## src/rtl/ps2_pkg.sv

```systemverilog
// Shared types, frame constants and the parity helper for the PS/2 receiver.
package ps2_pkg;

    typedef enum logic [2:0] {
        IDLE,
        DATA,
        PARITY,
        STOP,
        INHIBIT
    } ps2_rx_state_t;

    localparam logic PS2_START_BIT = 1'b0;
    localparam logic PS2_STOP_BIT  = 1'b1;

    // True when payload plus parity bit hold an odd number of ones.
    // Narrower payloads are zero-extended by the caller; zeros leave the XOR unchanged.
    function automatic logic odd_parity_ok(input logic [31:0] payload, input logic parity);
        return ((^payload) ^ parity) == 1'b1;
    endfunction

endpackage

```

## src/rtl/ps2_line_filter.sv

```systemverilog
// Two-flop synchroniser followed by a run-length deglitcher for one PS/2 line.
// Both lines idle high, so everything resets to 1.
module ps2_line_filter #(
    parameter int FILTER_LEN = 4
) (
    input  logic CLK,
    input  logic reset,
    input  logic raw,
    output logic filtered
);

    localparam int RW = $clog2(FILTER_LEN + 1);

    logic          sync_a;
    logic          sync_b;
    logic [RW-1:0] run;

    // Bring the asynchronous pad into the CLK domain.
    always_ff @(posedge CLK) begin
        if (reset) begin
            sync_a <= 1'b1;
            sync_b <= 1'b1;
        end else begin
            sync_a <= raw;
            sync_b <= sync_a;
        end
    end

    // Flip the filtered value only after FILTER_LEN consecutive disagreeing samples.
    always_ff @(posedge CLK) begin
        if (reset) begin
            filtered <= 1'b1;
            run      <= '0;
        end else if (sync_b == filtered) begin
            run <= '0;
        end else if (run == RW'(FILTER_LEN - 1)) begin
            filtered <= sync_b;
            run      <= '0;
        end else begin
            run <= run + RW'(1);
        end
    end

endmodule

```

## src/rtl/ps2_rx_checked.sv

```systemverilog
// PS/2 device-to-host receiver: oversampled clock, frame checks, timeout,
// inhibit after errors and a show-ahead receive FIFO.
//
//   state   | meaning
//   IDLE    | waiting for a start bit on a falling PS/2 clock edge
//   DATA    | shifting payload bits in, LSB first
//   PARITY  | waiting for the parity bit
//   STOP    | waiting for the stop bit, then judging the frame
//   INHIBIT | holding the PS/2 clock low after a bad frame
module ps2_rx_checked
    import ps2_pkg::*;
#(
    parameter int DATA_BITS   = 8,
    parameter int FIFO_DEPTH  = 4,
    parameter int FILTER_LEN  = 4,
    parameter int TIMEOUT_CYC = 50000,
    parameter int INHIBIT_CYC = 5000
) (
    input  logic                          CLK,
    input  logic                          reset,
    input  logic                          ps2_clk_in,
    input  logic                          ps2_data_in,
    output logic                          ps2_clk_oe,
    input  logic                          block,
    input  logic                          rd_en,
    output logic [DATA_BITS-1:0]          rd_data,
    output logic                          rd_valid,
    output logic [$clog2(FIFO_DEPTH):0]   fifo_count,
    output logic                          parity_err,
    output logic                          frame_err,
    output logic                          overflow
);

    localparam int AW      = $clog2(FIFO_DEPTH);
    localparam int CW      = AW + 1;
    localparam int BW      = (DATA_BITS > 1) ? $clog2(DATA_BITS) : 1;
    localparam int TMR_MAX = (TIMEOUT_CYC > INHIBIT_CYC) ? TIMEOUT_CYC : INHIBIT_CYC;
    localparam int TW      = $clog2(TMR_MAX + 1);

    localparam logic [TW-1:0] TMO_LOAD = TW'(TIMEOUT_CYC - 1);
    localparam logic [TW-1:0] INH_LOAD = TW'(INHIBIT_CYC - 1);
    localparam logic [BW-1:0] LAST_BIT = BW'(DATA_BITS - 1);
    localparam logic [CW-1:0] FULL_CNT = CW'(FIFO_DEPTH);

    logic                 clk_f;
    logic                 data_f;
    logic                 clk_hist;
    logic                 fe;

    ps2_rx_state_t        state;
    logic [BW-1:0]        bit_cnt;
    logic [DATA_BITS-1:0] shreg;
    logic                 par_bit;
    logic [TW-1:0]        timer;
    logic                 frame_ok;
    logic                 push;

    logic [DATA_BITS-1:0] mem [FIFO_DEPTH];
    logic [AW-1:0]        wr_ptr;
    logic [AW-1:0]        rd_ptr;
    logic [CW-1:0]        count;
    logic                 do_pop;
    logic                 do_push;

    ps2_line_filter #(.FILTER_LEN(FILTER_LEN)) u_clk_filter (
        .CLK      (CLK),
        .reset    (reset),
        .raw      (ps2_clk_in),
        .filtered (clk_f)
    );

    ps2_line_filter #(.FILTER_LEN(FILTER_LEN)) u_data_filter (
        .CLK      (CLK),
        .reset    (reset),
        .raw      (ps2_data_in),
        .filtered (data_f)
    );

    // Remember the previous filtered clock to find falling edges.
    always_ff @(posedge CLK) begin
        if (reset) clk_hist <= 1'b1;
        else       clk_hist <= clk_f;
    end

    assign fe = clk_hist & ~clk_f;

    assign frame_ok = odd_parity_ok(32'(shreg), par_bit);
    assign push     = (state == STOP) && fe && !block &&
                      (data_f == PS2_STOP_BIT) && frame_ok;

    // The shared timer counts down to the timeout inside a frame and to the
    // end of the inhibit window in INHIBIT; block overrides everything.
    always_ff @(posedge CLK) begin
        if (reset) begin
            state      <= IDLE;
            bit_cnt    <= '0;
            shreg      <= '0;
            par_bit    <= 1'b0;
            timer      <= '0;
            parity_err <= 1'b0;
            frame_err  <= 1'b0;
        end else begin
            parity_err <= 1'b0;
            frame_err  <= 1'b0;
            if (block) begin
                state <= IDLE;
            end else begin
                case (state)
                    IDLE: begin
                        if (fe && data_f == PS2_START_BIT) begin
                            state   <= DATA;
                            bit_cnt <= '0;
                            timer   <= TMO_LOAD;
                        end
                    end
                    DATA, PARITY, STOP: begin
                        if (fe) begin
                            timer <= TMO_LOAD;
                            case (state)
                                DATA: begin
                                    shreg <= {data_f, shreg[DATA_BITS-1:1]};
                                    if (bit_cnt == LAST_BIT) state <= PARITY;
                                    else bit_cnt <= bit_cnt + BW'(1);
                                end
                                PARITY: begin
                                    par_bit <= data_f;
                                    state   <= STOP;
                                end
                                default: begin
                                    if (frame_ok && data_f == PS2_STOP_BIT) begin
                                        state <= IDLE;
                                    end else begin
                                        parity_err <= !frame_ok;
                                        frame_err  <= (data_f != PS2_STOP_BIT);
                                        timer      <= INH_LOAD;
                                        state      <= INHIBIT;
                                    end
                                end
                            endcase
                        end else if (timer == '0) begin
                            frame_err <= 1'b1;
                            state     <= IDLE;
                        end else begin
                            timer <= timer - TW'(1);
                        end
                    end
                    INHIBIT: begin
                        if (timer == '0) state <= IDLE;
                        else timer <= timer - TW'(1);
                    end
                    default: state <= IDLE;
                endcase
            end
        end
    end

    assign ps2_clk_oe = block | (state == INHIBIT);

    assign do_pop  = rd_en && (count != '0);
    assign do_push = push && ((count != FULL_CNT) || do_pop);

    // FIFO storage; stale entries are never exposed because rd_data is gated.
    always_ff @(posedge CLK) begin
        if (do_push) mem[wr_ptr] <= shreg;
    end

    // FIFO pointers, occupancy and the sticky overflow flag.
    always_ff @(posedge CLK) begin
        if (reset) begin
            wr_ptr   <= '0;
            rd_ptr   <= '0;
            count    <= '0;
            overflow <= 1'b0;
        end else begin
            if (do_push) wr_ptr <= wr_ptr + AW'(1);
            if (do_pop)  rd_ptr <= rd_ptr + AW'(1);
            if (do_push && !do_pop)      count <= count + CW'(1);
            else if (do_pop && !do_push) count <= count - CW'(1);
            if (push && !do_push) overflow <= 1'b1;
        end
    end

    assign rd_valid   = (count != '0);
    assign rd_data    = rd_valid ? mem[rd_ptr] : '0;
    assign fifo_count = count;

endmodule
```

## config.mk

```make
export PLATFORM = sky130hd
export DESIGN_NAME = ps2_rx_checked
export DESIGN_NICKNAME = d
export VERILOG_FILES = /design/src/rtl/ps2_pkg.sv /design/src/rtl/ps2_line_filter.sv /design/src/rtl/ps2_rx_checked.sv
export SDC_FILE = /design/constraint.sdc
export NUM_CORES = 1
export LEC_CHECK = 0
export ABC_AREA = 1
export BUFFER_PORTS_ARGS = -buffer_cell sky130_fd_sc_hd__buf_2
export CORE_ASPECT_RATIO = 0.6
export CORE_MARGIN = 10
export CORE_UTILIZATION = 60
export DETAILED_ROUTE_END_ITERATION = 8
export GPL_TIMING_DRIVEN = 0
export PLACE_DENSITY = 0.83
export SYNTH_ARGS = -nofsm -noshare
export SYNTH_HDL_FRONTEND = slang
export SYNTH_HIERARCHICAL = 1
export SYNTH_SLANG_ARGS = --single-unit
```

## constraint.sdc

```tcl
create_clock -name CLK -period 3.1 [get_ports CLK]
set_input_delay 0.31 -clock CLK [delete_from_list [all_inputs] [get_ports CLK]]
set_output_delay 0.31 -clock CLK [all_outputs]
set_load 0.02 [all_outputs]
```

### Word-level counts from Yosys, hierarchy flattened

Memory sizes are Yosys's and may differ from the RTL's. A register that Yosys moved wholly into a read port is not among the register bits.
Index checks and enable logic that the tools add are counted.

| word-level totals | value |
|---|---|
| flip-flop bits (word level) | 54 |
| output and inout bits | 16 |
| RAM bits | 32 |
| memories | 1 |
| input port bits | 6 |

Memory list:

| memory | words | bits a word | rd ports | clocked after memory_dff | wr ports | RTL line | source |
|---|---|---|---|---|---|---|---|
| mem | 4 | 8 | 1 | 1 | 1 | ps2_rx_checked.sv:58 | `logic [DATA_BITS-1:0] mem [FIFO_DEPTH];` |

| operators by class | value |
|---|---|
| muxes and demuxes | 29 |
| bitwise logic cells | 10 |
| eq/ne operators | 15 |
| reduce and logical (&&, ||, !) cells | 37 |
| $add $sub $neg | 8 |

Operators by type and width:

| kind | number |
|---|---|
| $mux W16 | 5 |
| $pmux W16 S3 | 1 |
| $mux W3 | 11 |
| $reduce_xor A32 Y1 | 1 |
| $logic_not A16 Y1 | 1 |
| $sub A16 B1 Y16 const B | 1 |
| $add A3 B1 Y3 const B | 4 |
| $eq A3 B2 Y1 const B | 4 |
| $pmux W3 S2 | 2 |
| $reduce_or A3 Y1 | 4 |
| $logic_and A1 B1 Y1 | 11 |
| $pmux W3 S3 | 1 |
| $mux W8 | 1 |
| $ne A2 B2 Y1 const B | 4 |
| $reduce_and A4 Y1 | 2 |
| $not A1 Y1 | 7 |
| $reduce_or A7 Y1 | 1 |
| $eq A3 B3 Y1 const B | 2 |
| $mux W1 | 6 |
| $reduce_and A2 Y1 | 3 |
| $reduce_and A6 Y1 | 1 |
| $reduce_bool A3 Y1 | 2 |
| $add A2 B1 Y2 const B | 2 |
| $logic_not A1 Y1 | 4 |
| 14 further kinds | 18 |

### Logic depth before layout (Yosys ltp)

| depth | value |
|---|---|
| depth in word-level cells | 11 |
| gate-level depth with buffers | 18 |

### Hierarchy

Netlist, hierarchy kept.

By module, submodules not included:

| module | sequential area each (um^2) | cells an instance | area an instance (um^2) | instances |
|---|---|---|---|---|
| ps2_rx_checked | 1,841.8 | 490 | 3,797.4 | 1 |
| ps2_line_filter | 120.1 | 23 | 217.7 | 2 |

### Worst setup path after synthesis

OpenSTA, ideal clock, no wires.

| timing path | value |
|---|---|
| path type | flip-flop to flip-flop |
| start | reg count[0], in the netlist fifo_count[0] |
| end | reg count[1], in the netlist fifo_count[1] |
| data arrival time | 2.153 ns |
| period minus slack after synthesis | 2.274 ns |
| library setup time | 0.120 ns |
| path buffers | 0 |
| cell stages (with the launch flop) | 11 |
| data required time | 2.980 ns |
| slack | 0.826 ns |
| path through | dfxtp_1 -> nor2_1 -> nand2_1 -> clkinv_1 -> nor2_1 -> inv_1 -> ha_1 -> inv_1 -> fa_1 -> o21ai_0 -> a21oi_1 |

| between the ends | value |
|---|---|
| cells in the longest elaborated chain, start to end | 7 |
| elaborated cells on any way between the ends | 14 |
| classes of those cells | add/sub (2); eq/ne (1); mux (2); reduce/logical (9) |

RTL lines:

| element | RTL line | source |
|---|---|---|
| start, declared | ps2_rx_checked.sv:61 | `logic [CW-1:0] count;` |
| start signal, assigned | ps2_rx_checked.sv:177 | `if (do_push && !do_pop) count <= count + CW'(1);` |
| start signal, assigned | ps2_rx_checked.sv:178 | `else if (do_pop && !do_push) count <= count - CW'(1);` |
| $reduce_bool A3 Y1 * | n/a |  |
| via rd_valid | ps2_rx_checked.sv:27 | `output logic rd_valid,` |
| $logic_and A1 B1 Y1 * | ps2_rx_checked.sv:159 | `assign do_pop = rd_en && (count != '0);` |
| $logic_or A1 B1 Y1 | ps2_rx_checked.sv:160 | `assign do_push = push && ((count != FULL_CNT) \|\| do_pop);` |
| $logic_and A1 B1 Y1 | ps2_rx_checked.sv:160 |  |
| $logic_not A1 Y1 | ps2_rx_checked.sv:178 |  |
| $logic_and A1 B1 Y1 | ps2_rx_checked.sv:178 |  |
| $reduce_bool A2 Y1 (no line) | n/a |  |

The timed path passes the listed nets; every way through them passes the cells marked *. The select of a mux whose other input is x is not followed.
A chain may end at the register's enable or synchronous reset.

### Final worst setup path

| timing path | value |
|---|---|
| start | reg shreg[4] |
| end | reg count[2], in the netlist fifo_count[2] |

| between the ends | value |
|---|---|
| cells in the longest elaborated chain, start to end | 7 |
| elaborated cells on any way between the ends | 9 |
| classes of those cells | mux (1); bitwise (1); reduce/logical (7) |

RTL lines:

| element | RTL line | source |
|---|---|---|
| start, declared | ps2_rx_checked.sv:52 | `logic [DATA_BITS-1:0] shreg;` |
| start signal, assigned | ps2_rx_checked.sv:121 | `shreg <= {data_f, shreg[DATA_BITS-1:1]};` |
| $reduce_xor A32 Y1 * | ps2_pkg.sv:18 | `return ((^payload) ^ parity) == 1'b1;` |
| $xor A1 B1 Y1 * | ps2_pkg.sv:18 |  |
| $logic_and A1 B1 Y1 * | ps2_rx_checked.sv:89 | `(data_f == PS2_STOP_BIT) && frame_ok;` |
| $logic_and A1 B1 Y1 * | ps2_rx_checked.sv:160 |  |
| via do_push | ps2_rx_checked.sv:63 | `logic do_push;` |
| $logic_not A1 Y1 | ps2_rx_checked.sv:178 |  |
| $logic_and A1 B1 Y1 | ps2_rx_checked.sv:178 |  |
| $reduce_bool A2 Y1 (no line) | n/a |  |

The timed path passes the listed nets; every way through them passes the cells marked *.

==> flow_metrics.py <==
metrics = {
    "outcome": {
        "run_status": "finished clean",
    },
    "synth": {
        "yosys-top-cells-area": "dfxtp_1 26%, edfxtp_1 23%, nor2_1 8.1%, nand2_1 7.4%, inv_1 6.2%",
        "postSynthAreaPerCell_um2": 7.90,
        "synth_top_area_cell": "dfxtp_1",
        "yosysTopAreaCellShare_pct": 26.5,
        "synth_top_family_by_area": "simple AND/OR/NAND/NOR gates",
        "synth-simple-area-share_pct": 25.2,
        "synth_edf_count": 32,
        "synthAdderAreaFrac_pct": 4.02,
        "synth_xor_xnor_area_share_pct": 0.414,
        "yosysMostFrequentCell": "nor2_1",
        "yosysWarningCount": 6,
        "yosysSeqAreaShare_pct": 49.2,
        "synth-async-reset-ratio_pct": 0,
        "synth_cell_types": 35,
        "synthCells": 536,
        "mappedNetlistArea_mm2": 0.00423,
        "synth_compound_area_share_pct": 13.1,
        "netlist_top_cells_count": "91 x nor2_1, 84 x nand2_1, 70 x inv_1",
        "synth_fp_nets": 555,
        "ys_seq_elements": 88,
        "synth_mux_area_share_pct": 0,
        "synth-main-ff-cell": "dfxtp_1",
    },
    "global_route": {
        "grt_pass1_vias": 3423,
        "overflow": 0,
        "gr-usage-all-layers_pct": 18.4,
        "grt_pass1_wl_um": 16100,
        "grt_max_degree": 14,
        "grt_antenna_before_repair": 0,
    },
    "sta": {
        "drv_slew": 0,
        "fmax_ghz": 0.374,
        "finalClockSkew_ps": 6.80,
        "period_minus_slack_ps": 2670,
        "maxSlewHeadroom_pct": 45.2,
        "worst_pin_slew_ps": 819,
        "final_hold_viol_count": 0,
        "finalSetupTns_ps": 0,
        "period_share_pct": 86.3,
        "setup_viol": 0,
        "rsz0062_at_grt": "false",
    },
    "cts": {
        "clock_sinks": 88,
        "cts_buffer_depth": 2,
        "clk_transition_reported_paths_ps": 60,
        "cts_tree": "built",
        "clock_latency_ps": 350,
        "post_cts_buffers": 0,
        "cts_root_buf": "clkbuf_16",
        "h-tree-depth": 3,
        "numCtsBuffers": 9,
        "cts_resized": 0,
        "postCtsHoldBufs": 0,
    },
    "critical_path": {
        "timing.critical_path.slowest_cell_delay_ps": 490,
        "critPathCaptureType": "register",
        "critical_path.top_delay_family": "adder cells",
        "path_max_fanout": 7,
        "timing.critical_path.buf_inv": 4,
        "critPathKind": "register to register",
        "cpMaxStageDelayCell": "dfxtp_1",
        "arrival_ps": 2900,
        "crit_chain": "xor2_1 -> inv_1 -> nand2_1 -> nand2_1 -> nand2_1 -> nand2_1 -> inv_1 -> nand4_1 -> inv_1 -> ha_1 -> inv_1 -> fa_1 -> a21oi_1 -> o21ai_0 -> o21ai_0 -> a21oi_1",
        "worst_setup_path_start_kind": "register",
        "cp.required_ps": 3330,
    },
    "floorplan": {
        "start_util_pct": 62.6,
        "dieArea_mm2": 0.0109,
        "die_h_um": 85.1,
        "die_x_um": 128,
        "rows": 23,
        "core-area_mm2": 0.00676,
        "io_pins": 22,
    },
    "placement": {
        "place_congestion": 0.943,
        "dpl.hpwl_um": 7120,
        "numPortBuffers": 21,
    },
    "power_and_ir_drop": {
        "p_switching_mw": 0.861,
        "clkPwrFrac_pct": 34.3,
        "p_int_mw": 1.93,
        "power_frac_comb_pct": 20.9,
        "p_leak_nw": 2.08,
        "ir_worst_vdd_uv": 608,
        "p_per_area_mw_per_mm2": 594,
        "switching_share_pct": 30.8,
        "seq_power_share_pct": 44.9,
    },
    "detailed_routing": {
        "first_pass_iters": 5,
        "drt_iter0_markers": 320,
        "drc": 0,
        "vias": 3708,
        "routed_via_density": 5.62,
        "post_drt_wl_per_cell_um": 14.9,
        "drtAntennaViolNets": 0,
        "routed_wl_um": 9840,
    },
    "run": {
        "cap_violations": 0,
    },
    "finish": {
        "utilization_pct": 69.6,
        "syn_to_final_growth_pct": 11.2,
        "layout.nets": 587,
        "antennaDiodeCount": 0,
        "drive_above_1_share_pct": 12.0,
    },
    "hold_path": {
        "hp-class": "input port to register",
    },
}
-- registers in the layout, summed over array words and instances (netlist names), 2 cells and up, named ones only --
| register | count |
|---|---|
| mem | 32 |
| timer | 16 |
| shreg | 8 |
| bit_cnt | 3 |
| fifo_count | 3 |
| state | 3 |
| u_clk_filter/run | 3 |
| u_data_filter/run | 3 |
| rd_ptr | 2 |
| wr_ptr | 2 |
-- cell type report --
| class | count | area (um^2) |
|---|---|---|
| buffer | 10 | 41.3 |
| clock buffer | 12 | 236 |
| clock inverter | 4 | 21.3 |
| fill | 559 | 2060 |
| inverter | 78 | 298 |
| multi-input combinational | 360 | 1810 |
| sequential | 88 | 2080 |
| tap | 87 | 109 |
| timing repair buffer | 21 | 105 |
-- cells by family (layout without fill, tap and decap cells) --
group | count (synthesis) | after routing
AO/OA/AOI/OAI | 102 | 102
AND/OR/NAND/NOR | 243 | 243
flip-flops | 88 | 88
adder cells (fa/ha/maj) | 13 | 13
XOR/XNOR | 2 | 2
buffers and inverters | 88 | 125
-- placed cells by master (no fill, tap or decap), types with 4 or more instances in the layout --
cell and n:
inv_2 6, o21ai_0 46, nand4_1 8, clkbuf_16 9
or2_2 6, o21ai_1 4, nand2_1 84, dfxtp_1 54
buf_2 24, inv_1 70, nand3_1 36, nor2_2 4
edfxtp_1 32, nor2_1 91, a21oi_1 44, ha_1 12
clkbuf_1 9
-- worst register-to-register path, cell delays in order (launching register included) --
cell and delay [ps]:
dfxtp_1 490, xor2_1 230, inv_1 60, nand2_1 80
nand2_1 50, nand2_1 70, nand2_1 80, inv_1 80
nand4_1 210, inv_1 130, ha_1 140, inv_1 70
fa_1 380, a21oi_1 150, o21ai_0 120, o21ai_0 150
a21oi_1 50
-- per-layer routing --
metal,up-vias,part of all wire (%),track usage [%],routed length [um]
met5,-,0,0,0
met4,0,1.7,6.42,170
met3,24,11,7.14,1110
met2,173,42,27.6,4170
met1,1701,45,23.5,4400
li1,1810,-,-,-
-- worst paths after layout --
check | to | cells after the start | slack, ps | from
worst max-delay path | fifo_count[2] | 16 | 430 | shreg[4]
worst min-delay path | u_data_filter/sync_a | 2 | 150 | ps2_data_in
worst max register to register | fifo_count[2] | 16 | 430 | shreg[4]
worst min register to register | u_clk_filter/sync_b | 1 | 410 | u_clk_filter/sync_a
-- per-stage QoR --
stage,cells,setup WS [ps],hold slack (ps),cell area [um^2],power [mW]
floorplan,536,826,389,4230,1.66
finish,660,426,147,4710,2.79
detailed placement,644,390,398,4450,1.86
global route,660,113,148,4710,2.93
global placement,644,497,392,4450,1.84
CTS,660,371,138,4700,2.82
-- power by group through the flow --
stage	logic [mW]	registers, mW	clock network (mW)
after detailed placement	0.586	1.28	0
after global placement	0.569	1.27	0
after global routing	0.651	1.26	1.02
final	0.583	1.25	0.957
after floorplan	0.369	1.30	0
after CTS	0.589	1.25	0.976
Power figures use the tool's default switching activity.
